## config.mk

```make
export PLATFORM = sky130hd
export DESIGN_NAME = mc_ctrl_flat
export DESIGN_NICKNAME = d
export VERILOG_FILES = /design/src/rtl/mc_pkg.sv /design/src/rtl/mc_ctrl_if.sv /design/src/rtl/mc_wait_cnt.sv /design/src/rtl/mc_ctrl.sv /design/src/flat_wrapper.sv
export SDC_FILE = /design/constraint.sdc
export NUM_CORES = 1
export LEC_CHECK = 0
export ABC_AREA = 1
export CORE_ASPECT_RATIO = 1.5
export CORE_MARGIN = 1
export CORE_UTILIZATION = 31
export DETAILED_ROUTE_END_ITERATION = 16
export PLACE_DENSITY = 0.58
export SETUP_SLACK_MARGIN = 0.02
export SLEW_MARGIN = 30
export SYNTH_ARGS = -nofsm -noshare
export SYNTH_HDL_FRONTEND = slang
export SYNTH_SLANG_ARGS = --single-unit
export TNS_END_PERCENT = 20
```

## constraint.sdc

```tcl
create_clock -name clk -period 2.7 [get_ports clk]
set_input_delay 0.27 -clock clk [delete_from_list [all_inputs] [get_ports clk]]
set_output_delay 0.27 -clock clk [all_outputs]
set_load 0.02 [all_outputs]
```

## src/rtl/mc_pkg.sv

```systemverilog
// Shared constants for the multi-cycle controller and its datapath:
// opcodes, funct codes, ALU operations, FSM state encodings and mux selects.
package mc_pkg;

    // Instruction opcodes (IR[31:26])
    localparam logic [5:0] OP_RTYPE = 6'h00;
    localparam logic [5:0] OP_J     = 6'h02;
    localparam logic [5:0] OP_BEQ   = 6'h04;
    localparam logic [5:0] OP_ORI   = 6'h0D;
    localparam logic [5:0] OP_LUI   = 6'h0F;
    localparam logic [5:0] OP_LW    = 6'h23;
    localparam logic [5:0] OP_SW    = 6'h2B;

    // R-type funct codes (IR[5:0])
    localparam logic [5:0] FN_ADDU  = 6'h21;
    localparam logic [5:0] FN_SUBU  = 6'h23;

    // ALU operation select, shared with the datapath
    localparam logic [2:0] ALU_ADD  = 3'd0;
    localparam logic [2:0] ALU_SUB  = 3'd1;
    localparam logic [2:0] ALU_OR   = 3'd2;

    // FSM state encodings (visible on state_o)
    localparam logic [3:0] S_FETCH   = 4'd0;
    localparam logic [3:0] S_DECODE  = 4'd1;
    localparam logic [3:0] S_MEM_ADR = 4'd2;
    localparam logic [3:0] S_MEM_RD  = 4'd3;
    localparam logic [3:0] S_MEM_WB  = 4'd4;
    localparam logic [3:0] S_MEM_WR  = 4'd5;
    localparam logic [3:0] S_EXE_R   = 4'd6;
    localparam logic [3:0] S_R_WB    = 4'd7;
    localparam logic [3:0] S_EXE_ORI = 4'd8;
    localparam logic [3:0] S_ORI_WB  = 4'd9;
    localparam logic [3:0] S_BRANCH  = 4'd10;
    localparam logic [3:0] S_JUMP    = 4'd11;
    localparam logic [3:0] S_LUI_WB  = 4'd12;
    localparam logic [3:0] S_TRAP    = 4'd13;

    // Datapath mux selects
    localparam logic       SRCA_PC      = 1'b0;
    localparam logic       SRCA_REG     = 1'b1;
    localparam logic [1:0] SRCB_REG     = 2'd0;
    localparam logic [1:0] SRCB_FOUR    = 2'd1;
    localparam logic [1:0] SRCB_IMM     = 2'd2;
    localparam logic [1:0] SRCB_IMM_SH2 = 2'd3;
    localparam logic       EXT_ZERO     = 1'b0;
    localparam logic       EXT_SIGN     = 1'b1;
    localparam logic       DST_RT       = 1'b0;
    localparam logic       DST_RD       = 1'b1;
    localparam logic [1:0] WB_ALU       = 2'd0;
    localparam logic [1:0] WB_MDR       = 2'd1;
    localparam logic [1:0] WB_LUI       = 2'd2;
    localparam logic [1:0] PCSRC_ALU    = 2'd0;
    localparam logic [1:0] PCSRC_ALUOUT = 2'd1;
    localparam logic [1:0] PCSRC_JUMP   = 2'd2;

    // States that wait on memory and therefore run the latency counter
    function automatic logic is_mem_state(input logic [3:0] s);
        return (s == S_FETCH) || (s == S_MEM_RD) || (s == S_MEM_WR);
    endfunction

endpackage

```

## src/rtl/mc_ctrl_if.sv

```systemverilog
// Controller <-> datapath bundle: IR fields and flags in, strobes and selects out.
interface mc_ctrl_if;
    logic [5:0] op;
    logic [5:0] funct;
    logic       zero;
    logic       pc_wr;
    logic       ir_wr;
    logic       reg_wr;
    logic       mem_wr;
    logic [2:0] alu_op;
    logic       alu_src_a;
    logic [1:0] alu_src_b;
    logic       ext_op;
    logic       reg_dst;
    logic [1:0] wb_sel;
    logic [1:0] pc_src;
    logic [3:0] state_o;
    logic       illegal;

    modport master (
        input  op, funct, zero,
        output pc_wr, ir_wr, reg_wr, mem_wr, alu_op, alu_src_a, alu_src_b,
               ext_op, reg_dst, wb_sel, pc_src, state_o, illegal
    );

    modport slave (
        output op, funct, zero,
        input  pc_wr, ir_wr, reg_wr, mem_wr, alu_op, alu_src_a, alu_src_b,
               ext_op, reg_dst, wb_sel, pc_src, state_o, illegal
    );
endinterface

```

## src/rtl/mc_wait_cnt.sv

```systemverilog
// Memory latency counter: counts cycles spent in a memory-access state and
// flags the last one. Cleared by the controller on every state change.
module mc_wait_cnt #(
    parameter int LAT = 1
) (
    input  logic clk,
    input  logic reset,
    input  logic clr,
    input  logic en,
    output logic done
);
    logic [3:0] cnt;

    // Count up while enabled; a clear (state change) restarts from zero
    always_ff @(posedge clk or posedge reset) begin
        if (reset)
            cnt <= 4'd0;
        else if (clr)
            cnt <= 4'd0;
        else if (en)
            cnt <= cnt + 4'd1;
    end

    assign done = en && (cnt == 4'(LAT - 1));
endmodule

```

## src/rtl/mc_ctrl.sv

```systemverilog
// Multi-cycle control FSM for the single-ALU CPU datapath.
// Optional feature macro: MC_CTRL_ILLEGAL_TRAP_EN (undecodable instructions
// trap instead of retiring as a NOP).
module mc_ctrl
    import mc_pkg::*;
#(
    parameter int MEM_LAT = 1
) (
    input  logic       clk,
    input  logic       reset,
    mc_ctrl_if.master  bus
);
    logic [3:0] state;
    logic [3:0] next_state;
    logic [3:0] bad_state;
    logic       wait_done;
    logic       pc_wr_raw, ir_wr_raw, reg_wr_raw, mem_wr_raw;
    logic [2:0] alu_op;
    logic       alu_src_a, ext_op, reg_dst;
    logic [1:0] alu_src_b, wb_sel, pc_src;

`ifdef MC_CTRL_ILLEGAL_TRAP_EN
    assign bad_state   = S_TRAP;
    assign bus.illegal = (state == S_TRAP);
`else
    assign bad_state   = S_FETCH;
    assign bus.illegal = 1'b0;
`endif

    mc_wait_cnt #(.LAT(MEM_LAT)) u_wait (
        .clk   (clk),
        .reset (reset),
        .clr   (next_state != state),
        .en    (is_mem_state(state)),
        .done  (wait_done)
    );

    // State register
    always_ff @(posedge clk or posedge reset) begin
        if (reset)
            state <= S_FETCH;
        else
            state <= next_state;
    end

    // Instruction sequencing; memory states hold until the counter is done
    always_comb begin
        next_state = state;
        case (state)
            S_FETCH:   if (wait_done) next_state = S_DECODE;
            S_DECODE: begin
                case (bus.op)
                    OP_LW, OP_SW: next_state = S_MEM_ADR;
                    OP_RTYPE:     next_state = (bus.funct == FN_ADDU || bus.funct == FN_SUBU)
                                               ? S_EXE_R : bad_state;
                    OP_ORI:       next_state = S_EXE_ORI;
                    OP_BEQ:       next_state = S_BRANCH;
                    OP_J:         next_state = S_JUMP;
                    OP_LUI:       next_state = S_LUI_WB;
                    default:      next_state = bad_state;
                endcase
            end
            S_MEM_ADR: next_state = (bus.op == OP_SW) ? S_MEM_WR : S_MEM_RD;
            S_MEM_RD:  if (wait_done) next_state = S_MEM_WB;
            S_MEM_WR:  if (wait_done) next_state = S_FETCH;
            S_EXE_R:   next_state = S_R_WB;
            S_EXE_ORI: next_state = S_ORI_WB;
            S_TRAP:    next_state = S_TRAP;
            default:   next_state = S_FETCH;
        endcase
    end

    // Per-state datapath controls; everything not listed stays zero
    always_comb begin
        pc_wr_raw  = 1'b0;
        ir_wr_raw  = 1'b0;
        reg_wr_raw = 1'b0;
        mem_wr_raw = 1'b0;
        alu_op     = ALU_ADD;
        alu_src_a  = SRCA_PC;
        alu_src_b  = SRCB_REG;
        ext_op     = EXT_ZERO;
        reg_dst    = DST_RT;
        wb_sel     = WB_ALU;
        pc_src     = PCSRC_ALU;
        case (state)
            S_FETCH: begin
                alu_src_b = SRCB_FOUR;
                ir_wr_raw = wait_done;
                pc_wr_raw = wait_done;
            end
            S_DECODE: begin
                alu_src_b = SRCB_IMM_SH2;
                ext_op    = EXT_SIGN;
            end
            S_MEM_ADR: begin
                alu_src_a = SRCA_REG;
                alu_src_b = SRCB_IMM;
                ext_op    = EXT_SIGN;
            end
            S_MEM_WB: begin
                reg_wr_raw = 1'b1;
                wb_sel     = WB_MDR;
            end
            S_MEM_WR:  mem_wr_raw = 1'b1;
            S_EXE_R: begin
                alu_src_a = SRCA_REG;
                alu_op    = (bus.funct == FN_SUBU) ? ALU_SUB : ALU_ADD;
            end
            S_R_WB: begin
                reg_wr_raw = 1'b1;
                reg_dst    = DST_RD;
            end
            S_EXE_ORI: begin
                alu_src_a = SRCA_REG;
                alu_src_b = SRCB_IMM;
                alu_op    = ALU_OR;
            end
            S_ORI_WB:  reg_wr_raw = 1'b1;
            S_BRANCH: begin
                alu_src_a = SRCA_REG;
                alu_op    = ALU_SUB;
                pc_src    = PCSRC_ALUOUT;
                pc_wr_raw = bus.zero;
            end
            S_JUMP: begin
                pc_src    = PCSRC_JUMP;
                pc_wr_raw = 1'b1;
            end
            S_LUI_WB: begin
                reg_wr_raw = 1'b1;
                wb_sel     = WB_LUI;
            end
            default: ;
        endcase
    end

    assign bus.pc_wr     = pc_wr_raw  & ~reset;
    assign bus.ir_wr     = ir_wr_raw  & ~reset;
    assign bus.reg_wr    = reg_wr_raw & ~reset;
    assign bus.mem_wr    = mem_wr_raw & ~reset;
    assign bus.alu_op    = alu_op;
    assign bus.alu_src_a = alu_src_a;
    assign bus.alu_src_b = alu_src_b;
    assign bus.ext_op    = ext_op;
    assign bus.reg_dst   = reg_dst;
    assign bus.wb_sel    = wb_sel;
    assign bus.pc_src    = pc_src;
    assign bus.state_o   = state;
endmodule

```

## src/flat_wrapper.sv

```systemverilog
// flat-port wrapper written by rule: the top's interface ports become plain ports
module mc_ctrl_flat import mc_pkg::*;
#(
    parameter int MEM_LAT = 1
)
  (clk, reset, bus_op, bus_funct, bus_zero, bus_pc_wr, bus_ir_wr, bus_reg_wr, bus_mem_wr, bus_alu_op, bus_alu_src_a, bus_alu_src_b, bus_ext_op, bus_reg_dst, bus_wb_sel, bus_pc_src, bus_state_o, bus_illegal);
  mc_ctrl_if bus_i ();
  input  logic clk;
  input  logic reset;
  input wire logic [$bits(bus_i.op)-1:0] bus_op;
  input wire logic [$bits(bus_i.funct)-1:0] bus_funct;
  input wire logic [$bits(bus_i.zero)-1:0] bus_zero;
  output wire logic [$bits(bus_i.pc_wr)-1:0] bus_pc_wr;
  output wire logic [$bits(bus_i.ir_wr)-1:0] bus_ir_wr;
  output wire logic [$bits(bus_i.reg_wr)-1:0] bus_reg_wr;
  output wire logic [$bits(bus_i.mem_wr)-1:0] bus_mem_wr;
  output wire logic [$bits(bus_i.alu_op)-1:0] bus_alu_op;
  output wire logic [$bits(bus_i.alu_src_a)-1:0] bus_alu_src_a;
  output wire logic [$bits(bus_i.alu_src_b)-1:0] bus_alu_src_b;
  output wire logic [$bits(bus_i.ext_op)-1:0] bus_ext_op;
  output wire logic [$bits(bus_i.reg_dst)-1:0] bus_reg_dst;
  output wire logic [$bits(bus_i.wb_sel)-1:0] bus_wb_sel;
  output wire logic [$bits(bus_i.pc_src)-1:0] bus_pc_src;
  output wire logic [$bits(bus_i.state_o)-1:0] bus_state_o;
  output wire logic [$bits(bus_i.illegal)-1:0] bus_illegal;
  assign bus_i.op = bus_op;
  assign bus_i.funct = bus_funct;
  assign bus_i.zero = bus_zero;
  assign bus_pc_wr = bus_i.pc_wr;
  assign bus_ir_wr = bus_i.ir_wr;
  assign bus_reg_wr = bus_i.reg_wr;
  assign bus_mem_wr = bus_i.mem_wr;
  assign bus_alu_op = bus_i.alu_op;
  assign bus_alu_src_a = bus_i.alu_src_a;
  assign bus_alu_src_b = bus_i.alu_src_b;
  assign bus_ext_op = bus_i.ext_op;
  assign bus_reg_dst = bus_i.reg_dst;
  assign bus_wb_sel = bus_i.wb_sel;
  assign bus_pc_src = bus_i.pc_src;
  assign bus_state_o = bus_i.state_o;
  assign bus_illegal = bus_i.illegal;
  mc_ctrl #(.MEM_LAT(MEM_LAT)) u_core (.clk(clk), .reset(reset), .bus(bus_i));
endmodule
```

==> run_results.csv <==
group,metric,value,unit
grt,grt_pass1_wl,3820,um
placement,portBuffers,33,
floorplanning,die_y,65.1,um
detailed_routing,wire_per_inst,11.4,um
sta,hold_violations,0,
power,vdd.ir_drop.worst,555,uV
sta,rsz0062_at_grt,"no",
clock_network,hold_buffers,0,
grt,grt.total_usage,18.0,%
detailed_routing,ant_nets,0,
sta,clock-skew-final,8.96,ps
critical_path,worstPathCellList,"nor2_1, nand2_1, nor2_1, inv_1, a21oi_1, clkdlybuf4s50_1",
yosys,synthFlopType,"dfrtp_1",
critical_path,r2r_setup_slack,1100,ps
sta,drv_slew,0,
yosys,netlist-cell-type-count,21,
floorplanning,start_util,33.2,%
floorplanning,die_x,44.1,um
placement,globalplace.congestion,0.916,
yosys,synth-seq-cells,8,
cells_and_area,instances_no_fill,205,
yosys,synth_top_area_share,24.3,%
sta,max_freq,0.429,GHz
yosys,syn_area,823,um^2
critical_path,cp.arrival,2060,ps
detailed_routing,dr.first_iter.drc_count,18,
detailed_routing,vias,1017,
sta,period_minus_slack,2330,ps
cells_and_area,area_growth,46.0,%
critical_path,worst_r2r_endpoint,"u_core.u_wait.cnt[0]",
detailed_routing,avgViaCountPerCell,4.96,
yosys,ys_top_cells_by_area,"dfrtp_1 (24%), nor2_1 (18%), nand2_1 (14%), inv_1 (10%), nand3_1 (6.1%)",
clock_network,cts_max_level,1,
grt,grt_pass1_vias,965,
critical_path,cp_common_cell,"nor2_1",
detailed_routing,drcViolationCount,0,
clock_network,ctsResizeCount,0,
clock_network,path_clk_slew,60,ps
detailed_routing,first_pass_iters,4,
critical_path,cp-end-kind,"output port",
critical_path,rr_worst_depth,12,
clock_network,cts-buffers-inserted,3,
clock_network,cts-root-buf,"clkbuf_4",
yosys,yosys_warnings,0,
critical_path,worstPathMaxFanout,7,
critical_path,slowest_delay,620,ps
sta,fin_setup_tns,0,ps
yosys,synth_seq_area_share,24.3,%
power,p_per_area,856,nW/um^2
yosys,avgSynthCellArea,5.68,um^2
floorplanning,coreArea,2480,um^2
floorplanning,die-area,2870,um^2
critical_path,crit_family,"buffers and inverters",
placement,dp_hpwl,2040,um
critical_path,r2r-start,"u_core.bus.state_o[2]",
grt,antenna_found_initial,0,
sta,setup_viol,0,
yosys,async_flop_share,100,%
power,p_leak,0.000615,uW
floorplanning,rows,22,
cells_and_area,fin_nets,200,
sta,fin_crit_sh,86.3,%
critical_path,critPathSlowestCell,"clkdlybuf4s50_1",
critical_path,crit_type,"register to output port",
clock_network,tritoncts,"done",
yosys,synth_commonest_cells,"nor2_1 (40), nand2_1 (30), inv_1 (23), nand3_1 (10), dfrtp_1 (8)",
floorplanning,boundaryPins,36,
clock_network,cts_setup_buffers,0,
grt,grt_overflow,0,
outcome,status,"finished, final reports clean",
grt,grt_max_degree,9,
clock_network,clockBufferDepth,2,
cells_and_area,drive_gt1_share,7.73,%
critical_path,cp.required,2430,ps
cells_and_area,antenna_cells,0,
placement,place_inst,202,
placement,postPlaceCellArea,1180,um^2
clock_network,cts.sinks,8,
critical_path,start_kind,"register",
yosys,synth_top_area_cell,"dfrtp_1",
cells_and_area,fillers,283,
critical_path,critical_path_buf_inv_count,2,
min_path,hp-class,"input pin to asynchronous set/reset pin",
yosys,synthMostInstantiatedCell,"nor2_1",
yosys,synth_edf_count,0,
flow_run,maxCapViolations,0,
critical_path,cp_num_cells,6,
detailed_routing,wl,2340,um
yosys,postSynthCellCount,145,
clock_network,insertion_delay,260,ps
cells_and_area,stdcell_area,1200,um^2
==> how the worst max path moves through the flow <==
stage	from	to
2_1_floorplan	u_core.bus.state_o[3]	bus_pc_wr
3_3_place_gp	u_core.bus.state_o[1]	bus_pc_wr
3_5_place_dp	u_core.bus.state_o[1]	bus_pc_wr
4_1_cts	u_core.bus.state_o[0]	bus_pc_wr
5_1_grt	u_core.bus.state_o[1]	bus_pc_wr
6_report	u_core.bus.state_o[0]	bus_pc_wr
==> layout by cell type (no fill, tap or decap) <==
cell type         n
xor2_1            3
conb_1            2
nand3_1          10
ha_1              2
clkdlybuf4s50_1  33
nand2_1          30
inv_2             2
o22ai_1           1
nand2_2           4
inv_1            23
nor2_1           40
o21ai_0           7
dfrtp_1           8
o41ai_1           1
buf_4             1
nand4_1           2
o221ai_1          1
nor4_1            1
nor2_2            3
clkbuf_4          3
nand3_2           1
a21oi_1           2
nor3_1            1
==> sequential cells by signal, summed over array words and instances (netlist names) <==
register            flops
u_core.u_wait.cnt       4
u_core.bus.state_o      4
==> metrics by stage <==
| step | worst slack [ps] | total power (uW) | hold slack (ps) | utilization, % |
|---|---|---|---|---|
| floorplan | 771 | 671 | 93.6 | - |
| global placement | 656 | 939 | 552 | 47.6 |
| detailed placement | 643 | 940 | 554 | 47.6 |
| CTS | 359 | 1040 | 411 | 48.5 |
| global route | 222 | 1120 | 456 | 48.5 |
| finish | 369 | 1030 | 405 | 48.5 |
==> final cells by class <==
class	instances	area (um^2)	area share (%)
Timing Repair Buffer	34	338	28.1
Clock buffer	3	22.5	1.87
Tap cell	24	30.0	2.50
Sequential cell	8	200	16.6
Inverter	25	93.8	7.80
Multi-Input combinational cell	111	518	43.1
==> routing by layer <==
metal / routed length (um) / GRT usage (%)
met4: 63 / 11.4
met3: 97 / 3.30
met5: 0 / 0
met2: 1290 / 33.3
met1: 896 / 17.2
==> logic make-up (layout without fill, tap and decap cells) <==
family | after synthesis | count (layout) | share of synthesized area (%)
flops | 8 | 8 | 24.3
compound gates | 12 | 12 | 8.36
xor+xnor | 3 | 3 | 3.19
simple gates | 92 | 92 | 47.4
fa+ha+maj | 2 | 2 | 3.04
other cells | 1 | 2 | 0.455
buf+inv | 27 | 62 | 13.2
==> report_power, final <==
| part | total, uW | switching (uW) | internal [uW] |
|---|---|---|---|
| clock | 94.8 | 43.8 | 51.1 |
| combinational | 733 | 440 | 293 |
| sequential | 201 | 47.3 | 154 |
==> worst register-to-register path, cell delays in order (launching register included) <==
cell and delay (ps):
dfrtp_1 460, inv_1 130, nand2_1 100, nor2_1 200
nand2_1 130, nand2_1 80, inv_1 50, nand2_2 50
nand2_1 40, nand2_1 70, nor2_2 40, nand2_2 90
nor2_1 40
(Power assumes the default switching activity.)
